`config.mk`:
```
export PLATFORM = sky130hd
export DESIGN_NAME = multi_port_csr_router
export DESIGN_NICKNAME = d
export VERILOG_FILES = /design/src/rtl/multi_port_csr_router_pkg.sv /design/src/rtl/multi_port_csr_router.sv
export SDC_FILE = /design/constraint.sdc
export NUM_CORES = 1
export LEC_CHECK = 0
export BUFFER_PORTS_ARGS = -buffer_cell sky130_fd_sc_hd__buf_4
export CORE_AREA = 2 2 163 165
export CTS_CLUSTER_DIAMETER = 100
export DETAILED_ROUTE_END_ITERATION = 16
export DIE_AREA = 0 0 165 167
export PLACE_DENSITY_LB_ADDON = 0.3
export SLEW_MARGIN = 20
export SYNTH_ARGS = -nofsm -noshare
export SYNTH_HDL_FRONTEND = slang
export SYNTH_SLANG_ARGS = --single-unit
export TNS_END_PERCENT = 1
```
`constraint.sdc`:
```
create_clock -name clk -period 5.7 [get_ports clk]
set_input_delay 0.285 -clock clk [delete_from_list [all_inputs] [get_ports clk]]
set_output_delay 0.285 -clock clk [all_outputs]
set_load 0.05 [all_outputs]
```
`src/rtl/multi_port_csr_router_pkg.sv`:
```
`default_nettype none
// ============================================================================
// Module  : multi_port_csr_router_pkg
// Brief   : Shared types and helpers for the multi-port CSR router.
// Revision: 1.0 - initial release
// ============================================================================
package multi_port_csr_router_pkg;

  typedef enum logic [1:0] {
    IDLE  = 2'd0,
    ISSUE = 2'd1,
    RESP  = 2'd2
  } t_mpcr_state;

  localparam logic [31:0] MPCR_TIMEOUT_DATA = 32'hDEAD_BEEF;

  // The all-ones select value of a sel_w-bit field addresses every port.
  function automatic logic is_bcast(input logic [7:0] sel, input int unsigned sel_w);
    logic [7:0] mask;
    mask = 8'((9'd1 << sel_w) - 9'd1);
    return ((sel & mask) == mask);
  endfunction

endpackage
`default_nettype wire

```
`src/rtl/multi_port_csr_router.sv`:
```
`default_nettype none
// ============================================================================
// Module  : multi_port_csr_router
// Brief   : Sequenced Avalon-MM CSR router from one master to NUM_PORTS slaves,
//           with broadcast writes, bad-port protection and sticky errors.
//           Optional slave timeout: define MULTI_PORT_CSR_TIMEOUT_EN.
// Revision: 1.0 - initial release
// ============================================================================
module multi_port_csr_router
  import multi_port_csr_router_pkg::*;
#(
  parameter int unsigned              NUM_PORTS      = 8,
  parameter int unsigned              AVMM_DATA_W    = 32,
  parameter int unsigned              AVMM_ADDR_W    = 16,
  parameter int unsigned              SEL_W          = 4,
  parameter int unsigned              TIMEOUT_CYCLES = 1024,
  parameter logic [AVMM_DATA_W-1:0]   TIMEOUT_DATA   = AVMM_DATA_W'(MPCR_TIMEOUT_DATA)
) (
  input  logic                             clk,
  input  logic                             reset,
  input  logic [AVMM_ADDR_W-1:0]           i_avmm_addr,
  input  logic                             i_avmm_read,
  input  logic                             i_avmm_write,
  input  logic [AVMM_DATA_W-1:0]           i_avmm_writedata,
  output logic [AVMM_DATA_W-1:0]           o_avmm_readdata,
  output logic                             o_avmm_waitrequest,
  input  logic [SEL_W-1:0]                 i_csr_port_sel,
  output logic [NUM_PORTS-1:0]             o_port_read,
  output logic [NUM_PORTS-1:0]             o_port_write,
  output logic [AVMM_ADDR_W-1:0]           o_port_addr,
  output logic [AVMM_DATA_W-1:0]           o_port_writedata,
  input  logic [NUM_PORTS*AVMM_DATA_W-1:0] i_port_readdata,
  input  logic [NUM_PORTS-1:0]             i_port_waitrequest,
  input  logic                             i_err_clear,
  output logic                             o_err_bad_port,
  output logic                             o_err_timeout,
  output logic                             o_busy
);

  localparam logic [SEL_W:0]   C_NP_EXT    = (SEL_W+1)'(NUM_PORTS);
  localparam logic [SEL_W-1:0] C_LAST_PORT = SEL_W'(NUM_PORTS-1);

  t_mpcr_state            state_q, state_d;
  logic [AVMM_ADDR_W-1:0] addr_q, addr_d;
  logic [AVMM_DATA_W-1:0] wdata_q, wdata_d;
  logic [AVMM_DATA_W-1:0] rdata_q, rdata_d;
  logic                   wr_q, wr_d;
  logic                   bcast_q, bcast_d;
  logic [SEL_W-1:0]       cur_q, cur_d;
  logic                   err_bad_q, err_bad_d;

  logic [NUM_PORTS-1:0]   w_cur_onehot;
  logic [AVMM_DATA_W-1:0] w_port_rdata;
  logic                   w_port_wait;
  logic                   w_sel_bcast;
  logic                   w_set_bad;
  logic                   w_to_hit;

  always_comb begin
    w_cur_onehot = '0;
    w_port_rdata = '0;
    w_port_wait  = 1'b1;
    for (int p = 0; p < int'(NUM_PORTS); p++) begin
      if (cur_q == SEL_W'(p)) begin
        w_cur_onehot[p] = 1'b1;
        w_port_rdata    = i_port_readdata[p*AVMM_DATA_W +: AVMM_DATA_W];
        w_port_wait     = i_port_waitrequest[p];
      end
    end
  end

  assign w_sel_bcast = is_bcast(8'(i_csr_port_sel), SEL_W);

`ifdef MULTI_PORT_CSR_TIMEOUT_EN
  localparam int unsigned          C_CNT_W   = $clog2(TIMEOUT_CYCLES + 1);
  localparam logic [C_CNT_W-1:0]   C_TO_LAST = C_CNT_W'(TIMEOUT_CYCLES - 1);

  logic [C_CNT_W-1:0] to_cnt_q, to_cnt_d;
  logic               err_to_q, err_to_d;

  assign w_to_hit = (state_q == ISSUE) && w_port_wait && (to_cnt_q == C_TO_LAST);

  // Counts stalled cycles of the current port only; any acceptance restarts it.
  always_comb begin
    to_cnt_d = '0;
    if ((state_q == ISSUE) && w_port_wait && !w_to_hit) to_cnt_d = to_cnt_q + 1'b1;
    err_to_d = w_to_hit ? 1'b1 : (i_err_clear ? 1'b0 : err_to_q);
  end

  always_ff @(posedge clk or posedge reset) begin
    if (reset) begin
      to_cnt_q <= '0;
      err_to_q <= 1'b0;
    end else begin
      to_cnt_q <= to_cnt_d;
      err_to_q <= err_to_d;
    end
  end

  assign o_err_timeout = err_to_q;
`else
  assign w_to_hit      = 1'b0;
  assign o_err_timeout = 1'b0 & (TIMEOUT_CYCLES != 0);
`endif

  always_comb begin
    state_d   = state_q;
    addr_d    = addr_q;
    wdata_d   = wdata_q;
    rdata_d   = rdata_q;
    wr_d      = wr_q;
    bcast_d   = bcast_q;
    cur_d     = cur_q;
    w_set_bad = 1'b0;
    case (state_q)
      IDLE: begin
        if (i_avmm_read || i_avmm_write) begin
          addr_d  = i_avmm_addr;
          wdata_d = i_avmm_writedata;
          wr_d    = i_avmm_write;
          bcast_d = 1'b0;
          cur_d   = i_csr_port_sel;
          if (w_sel_bcast && i_avmm_write) begin
            bcast_d = 1'b1;
            cur_d   = '0;
            state_d = ISSUE;
          end else if ({1'b0, i_csr_port_sel} < C_NP_EXT) begin
            state_d = ISSUE;
          end else begin
            w_set_bad = 1'b1;
            rdata_d   = TIMEOUT_DATA;
            state_d   = RESP;
          end
        end
      end
      ISSUE: begin
        if (w_to_hit) begin
          rdata_d = TIMEOUT_DATA;
          state_d = RESP;
        end else if (!w_port_wait) begin
          rdata_d = w_port_rdata;
          if (bcast_q && (cur_q != C_LAST_PORT)) cur_d = cur_q + 1'b1;
          else                                    state_d = RESP;
        end
      end
      RESP:    state_d = IDLE;
      default: state_d = IDLE;
    endcase
    err_bad_d = w_set_bad ? 1'b1 : (i_err_clear ? 1'b0 : err_bad_q);
  end

  always_ff @(posedge clk or posedge reset) begin
    if (reset) begin
      state_q   <= IDLE;
      addr_q    <= '0;
      wdata_q   <= '0;
      rdata_q   <= '0;
      wr_q      <= 1'b0;
      bcast_q   <= 1'b0;
      cur_q     <= '0;
      err_bad_q <= 1'b0;
    end else begin
      state_q   <= state_d;
      addr_q    <= addr_d;
      wdata_q   <= wdata_d;
      rdata_q   <= rdata_d;
      wr_q      <= wr_d;
      bcast_q   <= bcast_d;
      cur_q     <= cur_d;
      err_bad_q <= err_bad_d;
    end
  end

  // Strobes decode from the async-reset state so they fall the instant reset rises.
  assign o_port_read        = ((state_q == ISSUE) && !wr_q) ? w_cur_onehot : '0;
  assign o_port_write       = ((state_q == ISSUE) &&  wr_q) ? w_cur_onehot : '0;
  assign o_port_addr        = addr_q;
  assign o_port_writedata   = wdata_q;
  assign o_avmm_readdata    = rdata_q;
  assign o_avmm_waitrequest = (state_q != RESP);
  assign o_err_bad_port     = err_bad_q;
  assign o_busy             = (state_q != IDLE);

endmodule
`default_nettype wire
```
### After elaboration in Yosys (flattened, before gate mapping)

Cells that the tools add are included.
W data, S select, Z words.

* add/sub/neg operators: 1
* $mul: 0
* div/mod/pow operators: 0
* order comparisons: 1
* equal/unequal tests: 17
* shift operators: 0
* mux-type cells: 49
* bitwise operators: 0
* reduce and logical (&&, ||, !) cells: 15

Operator list (number)
* $mux W32: 12
* $pmux W32 S2: 1
* $mux W1: 23
* $eq A4 B3 Y1 const B: 4
* $mux W4: 4
* $mux W8: 2
* $ne A2 B2 Y1 const B: 7
* $mux W2: 5
* $eq A4 B2 Y1 const B: 2
* $pmux W4 S2: 1
* $reduce_bool A2 Y1: 3
* $reduce_and A5 Y1: 1
* $add A4 B1 Y4 const B: 1
* $eq A4 B1 Y1 const B: 1
* $eq A4 B4 Y1 const B: 1
* $logic_and A1 B1 Y1: 4
* $logic_not A4 Y1: 1
* $lt A4 B4 Y1 const B: 1
* $ne A4 B3 Y1 const B: 1
* $pmux W2 S2: 1
* $reduce_and A4 Y1: 1
* $reduce_and A3 Y1: 1
* $eq A2 B1 Y1 const B: 1
* $logic_not A2 Y1: 1
* other kinds (3): 3

* register bits: 89
* bits in latches: 0
* bits in writable memories: 0
* memory bits (read-only): 0
* output and inout bits: 100
* word-level logic and storage cells: 91
* memories: 0

### Longest topological paths before layout

Gate-level depths: netlist (run 1).

* word-level depth: 11
* gate-level depth with buffers: 10
* gate-level depth less buffers: 7

### Worst setup path before layout (run 1)

OpenSTA, ideal clock, no wires.

* path type: flip-flop to output port
* from: register cur_q[0]
* to: output o_port_read[3]
* arrival: 2.583 ns
* slack: 2.832 ns
* cell stages (with the launch flop): 6
* buffers on the path: 2
* cells stage by stage: dfrtp_1 > ha_1 > buf_2 > inv_2 > clkbuf_1 > nor4_1

* cells in the longest elaborated chain, start to end: 3

Ends and longest elaborated chain
* from (decl): RTL line multi_port_csr_router.sv:49 `logic [SEL_W-1:0] cur_q, cur_d;`
* from (signal assigned): RTL line multi_port_csr_router.sv:169 `cur_q <= cur_d;`
* $eq A4 B2 Y1: RTL line multi_port_csr_router.sv:64 `if (cur_q == SEL_W'(p)) begin`
* $mux W1: RTL line multi_port_csr_router.sv:64
* $mux W8: RTL line multi_port_csr_router.sv:175 `assign o_port_read = ((state_q == ISSUE) && !wr_q) ? w_cur_onehot : '0;`
* to (decl): RTL line multi_port_csr_router.sv:28 `output logic [NUM_PORTS-1:0] o_port_read,`

No other way between the ends.

### Worst setup path in the final report (run 1)

* from: register cur_q[1]
* to: register rdata_q[21], in the netlist o_avmm_readdata[21]

* cells in the longest elaborated chain, start to end: 11

Ends and longest elaborated chain
* $logic_not A4 Y1: RTL line multi_port_csr_router.sv:64
* $mux W1 / $mux W32 (equally long branches) (8 in a row): RTL line multi_port_csr_router.sv:64
* $ne A2 B2 Y1 (no source line) / $mux W32 (equally long branches)
* $reduce_and A5 Y1 (no source line) / $pmux W32 S2 (equally long branches)
* to (signal assigned): RTL line multi_port_csr_router.sv:166 `rdata_q <= rdata_d;`
* to (decl): RTL line multi_port_csr_router.sv:46 `logic [AVMM_DATA_W-1:0] rdata_q, rdata_d;`

Several ways; a longest one is shown, not always the timed one. The select of a mux whose other input is x is not followed.
A chain may end at the register's enable or synchronous reset.

==> results of run 1 <==
==> final timing paths <==
kind                                        end  cells after the start
max                         o_avmm_readdata[21]                      7
min                        o_port_writedata[15]                      3
max reg2reg                 o_avmm_readdata[21]                      7
min reg2reg                      o_port_addr[5]                      2
max in group asynchronous  o_port_writedata[19]                      4
min in group asynchronous   o_avmm_readdata[23]                      3
==> logic make-up after synthesis <==
| group | count (synthesis) | synth area share [%] |
|---|---|---|
| simple gates | 266 | 20.1 |
| compound gates | 216 | 30.4 |
| other cells | 1 | 0.0634 |
| mux | 20 | 4.13 |
| flops | 89 | 37.7 |
| fa+ha+maj | 4 | 0.846 |
| buf+inv | 86 | 6.75 |
==> metal layers <==
layer,GRT usage [%],vias up,wire (microns)
met5,0,-,0
met4,10.7,0,1290
met3,6.90,65,2980
met2,35.7,381,15300
met1,24.3,3422,11400
li1,-,3310,-
==> layout make-up <==
cell class                      count  area [sq um]
Multi-Input combinational cell    507          3340
Timing Repair Buffer              433          3280
Sequential cell                    89          2230
Clock buffer                       10           229
Clock inverter                      6          57.6
Tap cell                          335           419
Antenna cell                        6          15.0
Inverter                           17          66.3
Fill cell                        2724         16100
==> sequential cells by signal, indices dropped and copies added (netlist names) <==
| name | flops |
|---|---|
| cur_q | 4 |
| o_avmm_readdata | 32 |
| o_err_bad_port | 1 |
| bcast_q | 1 |
| state_q | 2 |
| o_port_writedata | 32 |
| o_port_addr | 16 |
| wr_q | 1 |
==> through the flow <==
| stage | hold slack (ns) | worst slack, ns | instance area, sq um | total power [W] | instances |
|---|---|---|---|---|---|
| detailed placement | 0.294 | 2.18 | 9300 | 0.00484 | 1379 |
| floorplan | 0.390 | 2.83 | 5910 | 0.00367 | 682 |
| CTS | 0.0970 | 2.18 | 9600 | 0.00546 | 1396 |
| finish | 0.115 | 2.20 | 9630 | 0.00543 | 1403 |
| global route | 0.105 | 2.06 | 9630 | 0.00576 | 1403 |
| global placement | 0.292 | 2.30 | 9270 | 0.00478 | 1378 |
==> layout by cell type, fill, tap and decap left out, types with 3 or more instances in the layout <==
cell / n
dfrtp_1: 89
mux2i_1: 9
o21ai_1: 4
o221a_2: 24
clkbuf_16: 9
inv_6: 3
mux2_4: 8
diode_2: 6
mux2_1: 3
nor3_1: 6
nand3_1: 4
a221o_1: 25
inv_1: 14
nor4_1: 9
nand3b_1: 3
nand2_1: 163
and2_1: 7
a21oi_1: 28
o22a_1: 13
a32oi_1: 8
or2_2: 3
a221oi_1: 32
o41ai_1: 8
nand2b_1: 5
nor2_1: 31
buf_4: 430
nor2b_1: 11
ha_1: 3
o21ai_0: 23
nor2_4: 3
o221ai_1: 24
nor3b_1: 9
a22o_1: 9
==> tightest hold or removal path, delay by kind of cell <==
| kind | cells | cell delay, ns |
|---|---|---|
| buf+inv | 1 | 0.07 |
| simple gates | 2 | 0.08 |
==> where the power goes <==
group | switching (W) | total (W) | internal [W]
combinational | 0.00239 | 0.00373 | 0.00134
sequential | 0.000206 | 0.00110 | 0.000892
clock | 0.000295 | 0.000603 | 0.000309
total | 0.00290 | 0.00543 | 0.00254
==> flow_metrics.tcl, run 1 <==
set metrics [dict create \
    status "completed" \
    synth_area_leaders "dfrtp_1 (38%), nand2_1 (10%), a221oi_1 (4.7%)" \
    crit_path_max_incr_delay_ns 0.90 \
    crit_chain "inv_1 -> ha_2 -> nor2b_1 -> o31ai_2 -> a211oi_2 -> o31a_2 -> mux2_1" \
    critPathMaxFanout 43 \
    dr.pass1.iters 5 \
    die_w_microns 165 \
    gp_congestion 0.868 \
    synth_edf_count 0 \
    grt_pass1_vias 7281 \
    drv_slew 0 \
    vias 7178 \
    timing.critical_path.buf_inv 1 \
    rsz0062_at_grt "no" \
    fmaxAchievable_mhz 285 \
    dominantRegCellSynth "dfrtp_1" \
    yosysMostFrequentCell "nand2_1" \
    worstReg2RegStart "cur_q[1]" \
    netlist_area_sq_um 5910 \
    ios 421 \
    grt_overflow_total 0 \
    initial_core_util_pct 23.0 \
    synth-seq-cells 89 \
    required_ns 5.93 \
    synth_nets 1007 \
    cp_slowest_cell "o31a_2" \
    globalRouteTotalUtil_pct 21.4 \
    powerDensity_nw_per_um2 564 \
    critPathTopFamily "compound AO/OA/AOI/OAI gates" \
    worst_pin_slew_ns 1.08 \
    clkTransAtPathRegs_ns 0.08 \
    insertion_delay_ns 0.35 \
    layout-drive-gt1-share_pct 47.1 \
    wire_per_inst_microns 22.0 \
    hold_path.class "input port to flip-flop" \
    coreArea_sq_um 25800 \
    dpl.hpwl_mm 23.8 \
    grt_start_max_net_pins 66 \
    finalCritPeriodShare_pct 61.5 \
    critPathCaptureType "flip-flop" \
    cts_max_level 3 \
    io_buffers 419 \
    hold_viol 0 \
    fin_crit_ns 3.50 \
    hold_buffers 1 \
    crit_type "flip-flop to flip-flop" \
    critical_path.startpoint_type "flip-flop" \
    arrival_ns 3.74 \
    ys_top_cells_by_count "nand2_1 (163), dfrtp_1 (89), clkbuf_1 (46), nor2_1 (34), a221oi_1 (32)" \
    worstHoldStart "i_avmm_writedata[15]" \
    cts_resized 0 \
    cts_buffer_depth 2 \
    yosys.area.top_type "dfrtp_1" \
    numCtsBuffers 9 \
    async_flop_share_pct 100 \
    finClkSkew_ns 0.0117 \
    finalSetupViolations 0 \
    die_y_microns 167 \
    dr.first_iter.drc_count 466 \
    synth_cells 682 \
    antenna_found_initial 6 \
    crit_start "cur_q[1]" \
    synth.avg_cell_area_sq_um 8.67 \
    drc 0 \
    synth_seq_area_share_pct 37.7 \
    clockRootBuffer "clkbuf_16" \
    cap_violations 0 \
    final_util_pct 37.4 \
    die_area_sq_um 27600 \
    clock_sinks 89 \
    area_growth_pct 62.9 \
    tritoncts "built" \
    r2r_setup_slack_ns 2.20 \
    synthDistinctLibCells 58 \
    via_per_inst 5.12 \
    post-cts-setup-buffers 0 \
    finalSetupTns_ns 0 \
    ys_warn_count 0 \
    fin_nets 1382 \
    rows 59 \
    finalWirelength_mm 30.9 \
    leakage_nw 4.57 \
    peakVddDrop_mv 0.300 \
    slew_headroom_pct 27.8 \
    yosys.area.top_type_share_pct 37.7 \
    final_antenna_net_count 0 \
    grt_pass1_wl_mm 44.1 \
]
No activity file was read; power rests on OpenSTA's default activity.
==> run 2, diff against run 1 <==
- clock period: 5.7 -> 3.5 ns (I/O delays scaled with it)
==> run 2 against run 1 <==
Effect of this change: utilization grew 0.75 points; sequential share of layout area down 0.45 points; cell count is 1.6% higher; combinational power grew 63%; total power grew 63%; clock-buffer cell count did not move; sequential cell count did not move; non-clock buffer count increased by 24; sequential power rose by 63%.
==> flow_metrics.tcl, run 2 (synthesis gave the netlist of run 1 again) <==
set metrics [dict create \
    status "completed" \
    drc 0 \
    fmaxAchievable_mhz 329 \
    tritoncts "built" \
    holdWs_ns 0.0143 \
    finClkSkew_ns 0.0105 \
    ios 421 \
    hold_end "o_port_addr[12]" \
    finalSetupViolations 0 \
    layout_commonest_cell "buf_4" \
    post_dp_cell_area_sq_um 9330 \
    grt_pass1_vias 7327 \
    dr.first_iter.drc_count 465 \
    finalWirelength_mm 31.2 \
    die_y_microns 167 \
    grt_start_max_net_pins 40 \
    r2r_setup_slack_ns 0.46 \
    crit_path_max_incr_delay_ns 0.88 \
    initial_core_util_pct 23.0 \
    coreArea_sq_um 25800 \
    wire_per_inst_microns 21.9 \
    numCtsBuffers 9 \
    grt_pass1_wl_mm 44.7 \
    fin_crit_ns 3.04 \
    critPathMaxFanout 33 \
    vias 7180 \
    dpl.cell_count 1385 \
    via_per_inst 5.04 \
    clkTransAtPathRegs_ns 0.07 \
    regArea_sq_um 2230 \
    insertion_delay_ns 0.35 \
    rows 59 \
    worstHoldStart "i_avmm_addr[12]" \
    clockRootBuffer "clkbuf_16" \
    powerDensity_nw_per_um2 900 \
    critPathCaptureType "flip-flop" \
    antenna_found_initial 4 \
    grt_overflow_total 0 \
    drv_slew 0 \
    layout_common_cells "buf_4 (437), nand2_1 (163), dfrtp_1 (89), a221oi_1 (32), nor2_1 (31)" \
    gp_congestion 0.884 \
    dr.pass1.iters 6 \
    fin_nets 1406 \
    layout-drive-gt1-share_pct 46.6 \
    crit_type "flip-flop to flip-flop" \
    instances_no_fill 1425 \
    finalCritPeriodShare_pct 86.8 \
    die_area_sq_um 27600 \
    io_buffers 419 \
    clock_sinks 89 \
    multi_input_area_sq_um 3330 \
    worstReg2RegStart "cur_q[0]" \
    final_antenna_net_count 0 \
    rr_worst_depth 8 \
    critical_path.startpoint_type "flip-flop" \
    leakage_nw 4.67 \
    final_area_sq_um 9830 \
    cp_slowest_cell "o31a_2" \
    die_w_microns 165 \
    fill_cells 2687 \
    slew_headroom_pct 29.2 \
    cts_max_level 3 \
    rsz0062_at_grt "no" \
    cap_violations 0 \
    required_ns 3.73 \
    r2r-end "o_avmm_readdata[21]" \
    peakVddDrop_mv 0.531 \
    crit_chain "inv_1 -> ha_1 -> buf_4 -> a21oi_1 -> nor2_1 -> a211oi_2 -> o31a_2 -> mux2_1" \
    hold_path.class "input port to flip-flop" \
    worst_pin_slew_ns 1.06 \
    finalSetupTns_ns 0 \
    hold_viol 0 \
    worstHoldPathCells 3 \
    arrival_ns 3.27 \
    area_growth_pct 66.1 \
    cts_buffer_depth 2 \
    final_util_pct 38.1 \
    post-cts-setup-buffers 0 \
    dpl.hpwl_mm 24.4 \
    globalRouteTotalUtil_pct 21.8 \
]
## run 2: how the worst max path moves through the flow
stage,start,endpoint,slack [ns],depth (start not counted)
after floorplan,cur_q[0],o_port_read[3],0.74,5
after global placement,cur_q[0],o_avmm_readdata[21],0.52,8
after detailed placement,cur_q[0],o_avmm_readdata[19],0.47,8
after CTS,cur_q[0],o_avmm_readdata[23],0.45,8
after global routing,cur_q[0],o_avmm_readdata[21],0.23,8
final,cur_q[0],o_avmm_readdata[21],0.46,8
## run 2: power breakdown
group	internal [W]	switching [W]	leakage (nW)
registers	0.00145	0.000336	1.04
clock network	0.000512	0.000466	0.141
logic	0.00218	0.00389	3.48
total	0.00415	0.00469	4.67
## run 2: final cells by class
type	count	share of cell area (%)
antenna	4	0.102
inverter	17	0.675
clock inverter	6	0.509
multi-input combinational	507	33.9
sequential	89	22.7
tap	335	4.27
clock buffer	10	2.43
timing repair buffer	457	35.4
## run 2: worst max-delay path, delay by kind of cell (launching register included)
family | cells | cell delay [ns]
fa+ha+maj | 1 | 0.24
buf+inv | 2 | 0.32
flops | 1 | 0.44
compound gates | 3 | 1.38
mux | 1 | 0.38
simple gates | 1 | 0.10
## run 2: through the flow
step	worst slack (ns)	total power, W
floorplan	0.742	0.00598
global placement	0.522	0.00783
detailed placement	0.467	0.00788
CTS	0.447	0.00891
global route	0.232	0.00941
finish	0.462	0.00884
## run 2: timing repair
item | in CTS | in global routing
gates resized for setup | 0 | 0
endpoints found under the hold margin | 55 | 0
hold buffers | 20 | 0
## run 2: layer usage
layer / part of all wire [%] / wire length [microns] / track usage [%] / up-vias
met5: 0 / 0 / 0 / -
met4: 4.7 / 1450 / 11.0 / 0
met3: 9.0 / 2810 / 6.48 / 64
met2: 49 / 15200 / 36.6 / 354
met1: 38 / 11700 / 25.1 / 3413
li1: - / - / - / 3349
==> run 3, diff against run 2 <==
- CORE_AREA: 2 2 163 165 -> 2 2 162 164
- DIE_AREA: 0 0 165 167 -> 0 0 164 166
- MAX_ROUTING_LAYER: default -> met4
==> run 3 against run 2 <==
Effect of this change: maximum frequency decreased by 3.1%; cell area increased by 1.0%; utilization increased by 0.61 points; sequential power about the same; via count increased by 1.1%; clock skew about the same; worst hold slack got worse by 0.017 ns; critical path type unchanged; non-clock buffer count increased by 9; sequential cell count unchanged; worst setup slack got worse by 0.097 ns; the run now ends with hold timing left; critical path depth decreased by 1; cell count increased by 0.70%.
==> flow_metrics.tcl, run 3 (synthesis gave the netlist of run 1 again) <==
set metrics [dict create \
    status "finished, violations left" \
    violations "hold timing" \
    internal_power_w 0.00417 \
    fin_crit_ns 3.14 \
    globalRouteTotalUtil_pct 23.2 \
    tritoncts "built" \
    crit_path_max_incr_delay_ns 0.91 \
    dr.pass1.iters 7 \
    drc 0 \
    powerDensity_nw_per_um2 897 \
    cts_max_level 3 \
    hold_buffers 29 \
    final_area_sq_um 9930 \
    drv_slew 0 \
    via_per_inst 5.06 \
    cts_resized 0 \
    die_area_sq_um 27200 \
    vias 7257 \
    final_antenna_net_count 0 \
    switchingPower_w 0.00473 \
    coreArea_sq_um 25600 \
    layout-drive-gt1-share_pct 46.2 \
    dpl.hpwl_mm 24.6 \
    holdWs_ns -0.00263 \
    wire_per_inst_microns 22.3 \
    finalSetupViolations 0 \
    grt_pass1_vias 7353 \
    p_clk_share_pct 11.2 \
    die_y_microns 166 \
    rsz0062_at_grt "no" \
    io_buffers 419 \
    timing.critical_path.buf_inv 1 \
    layout_common_cells "buf_4 (437), nand2_1 (163), dfrtp_1 (89), a221oi_1 (32), nor2_1 (31)" \
    grt_overflow_total 0 \
    power_w 0.00890 \
    dr.first_iter.drc_count 466 \
    die_w_microns 164 \
    crit_type "flip-flop to flip-flop" \
    grt_pass1_wl_mm 46.1 \
    regArea_sq_um 2230 \
    leakage_nw 4.71 \
    worst_pin_slew_ns 1.12 \
    critical_path.startpoint_type "flip-flop" \
    peakVddDrop_mv 0.613 \
    critPathCaptureType "flip-flop" \
    hold_path.class "input port to asynchronous set/reset pin" \
    post_dp_cell_area_sq_um 9330 \
    numCtsBuffers 9 \
    cp_slowest_cell "o31a_2" \
    finalSetupTns_ns 0 \
    slew_headroom_pct 25.3 \
    crit_chain "inv_1 -> ha_1 -> a2111oi_4 -> o31ai_2 -> a211oi_2 -> o31a_2 -> mux2_1" \
    finalWirelength_mm 31.9 \
    required_ns 3.73 \
    p_comb_share_pct 68.8 \
    cap_violations 0 \
    switching_share_pct 53.1 \
    critPathTopFamily "compound AO/OA/AOI/OAI gates" \
    insertion_delay_ns 0.35 \
    finalCritPeriodShare_pct 89.6 \
    fmaxAchievable_mhz 319 \
    gp_congestion 0.897 \
    clock_sinks 89 \
    fin_nets 1415 \
    layout_commonest_cell "buf_4" \
    hold_viol 1 \
    clockRootBuffer "clkbuf_16" \
    grt_start_max_net_pins 59 \
    fill_cells 2652 \
    critPathMaxFanout 33 \
    clkTransAtPathRegs_ns 0.07 \
    post-cts-setup-buffers 0 \
    cts_buffer_depth 2 \
    pwr-share-seq_pct 20.0 \
    initial_core_util_pct 23.1 \
    multi_input_area_sq_um 3330 \
    finClkSkew_ns 0.0102 \
    arrival_ns 3.36 \
    area_growth_pct 67.8 \
    antenna_found_initial 5 \
    rows 59 \
    ios 421 \
]
run 3: cell types whose count changed in the layout (fill, tap and decap cells not counted):
cell and delta:
inv_8 +1, diode_2 +1, clkinv_2 -1, clkinv_4 +1
clkinvlp_4 -1, dlygate4sd3_1 +9
run 3: final cells by class:
type / instances / area share [%]
clock inverters: 6 / 0.580
inverters: 17 / 0.668
repair buffers: 466 / 36.0
well taps: 335 / 4.22
clock buffers: 10 / 2.41
multi-input cells: 507 / 33.6
diodes: 5 / 0.126
flip-flops and latches: 89 / 22.4
run 3: power by group through the flow:
stage               sequential, W  clock (W)  combinational [W]
detailed placement        0.00178          0            0.00612
CTS                       0.00178    0.00104            0.00614
global route              0.00184    0.00108            0.00652
floorplan                 0.00299          0            0.00299
finish                    0.00178   0.000997            0.00612
global placement          0.00178          0            0.00608
run 3: path summary, 6_finish.rpt:
path                                       from                   end  slack, ns  cells after the start
setup / recovery                       cur_q[0]   o_avmm_readdata[21]       0.36                      7
hold / removal                            reset   o_port_writedata[8]     -0.003                      2
setup reg to reg                       cur_q[0]   o_avmm_readdata[21]       0.36                      7
hold reg to reg            o_port_writedata[30]  o_port_writedata[30]       0.48                      2
max in group asynchronous                 reset  o_port_writedata[19]       2.57                      3
min in group clk            i_avmm_writedata[5]   o_port_writedata[5]       0.02                      3
run 3: worst register-to-register path, delay by kind of cell (launching register included):
kind	cells	cell delay [ns]
compound gates	4	1.68
mux	1	0.46
flops	1	0.45
buf+inv	1	0.09
fa+ha+maj	1	0.33
run 3: metrics by stage:
step / std cells / setup WS, ns / utilization (%) / hold slack [ns]
floorplan: 682 / 0.742 / - / 0.280
global placement: 1385 / 0.448 / 36.4 / 0.363
detailed placement: 1385 / 0.368 / 36.4 / 0.368
CTS: 1430 / 0.372 / 38.7 / 0.000223
global route: 1435 / 0.232 / 38.7 / 0.0104
finish: 1435 / 0.365 / 38.7 / -0.00263
run 3: layer usage:
metal	wire length, microns	GRT usage, %	part of all wire [%]	up-vias
li1	-	-	-	3376
met1	12500	26.8	39	3489
met2	15800	39.1	49	341
met3	2700	5.84	8.5	51
met4	948	8.01	3.0	0
met5	0	-	0	-
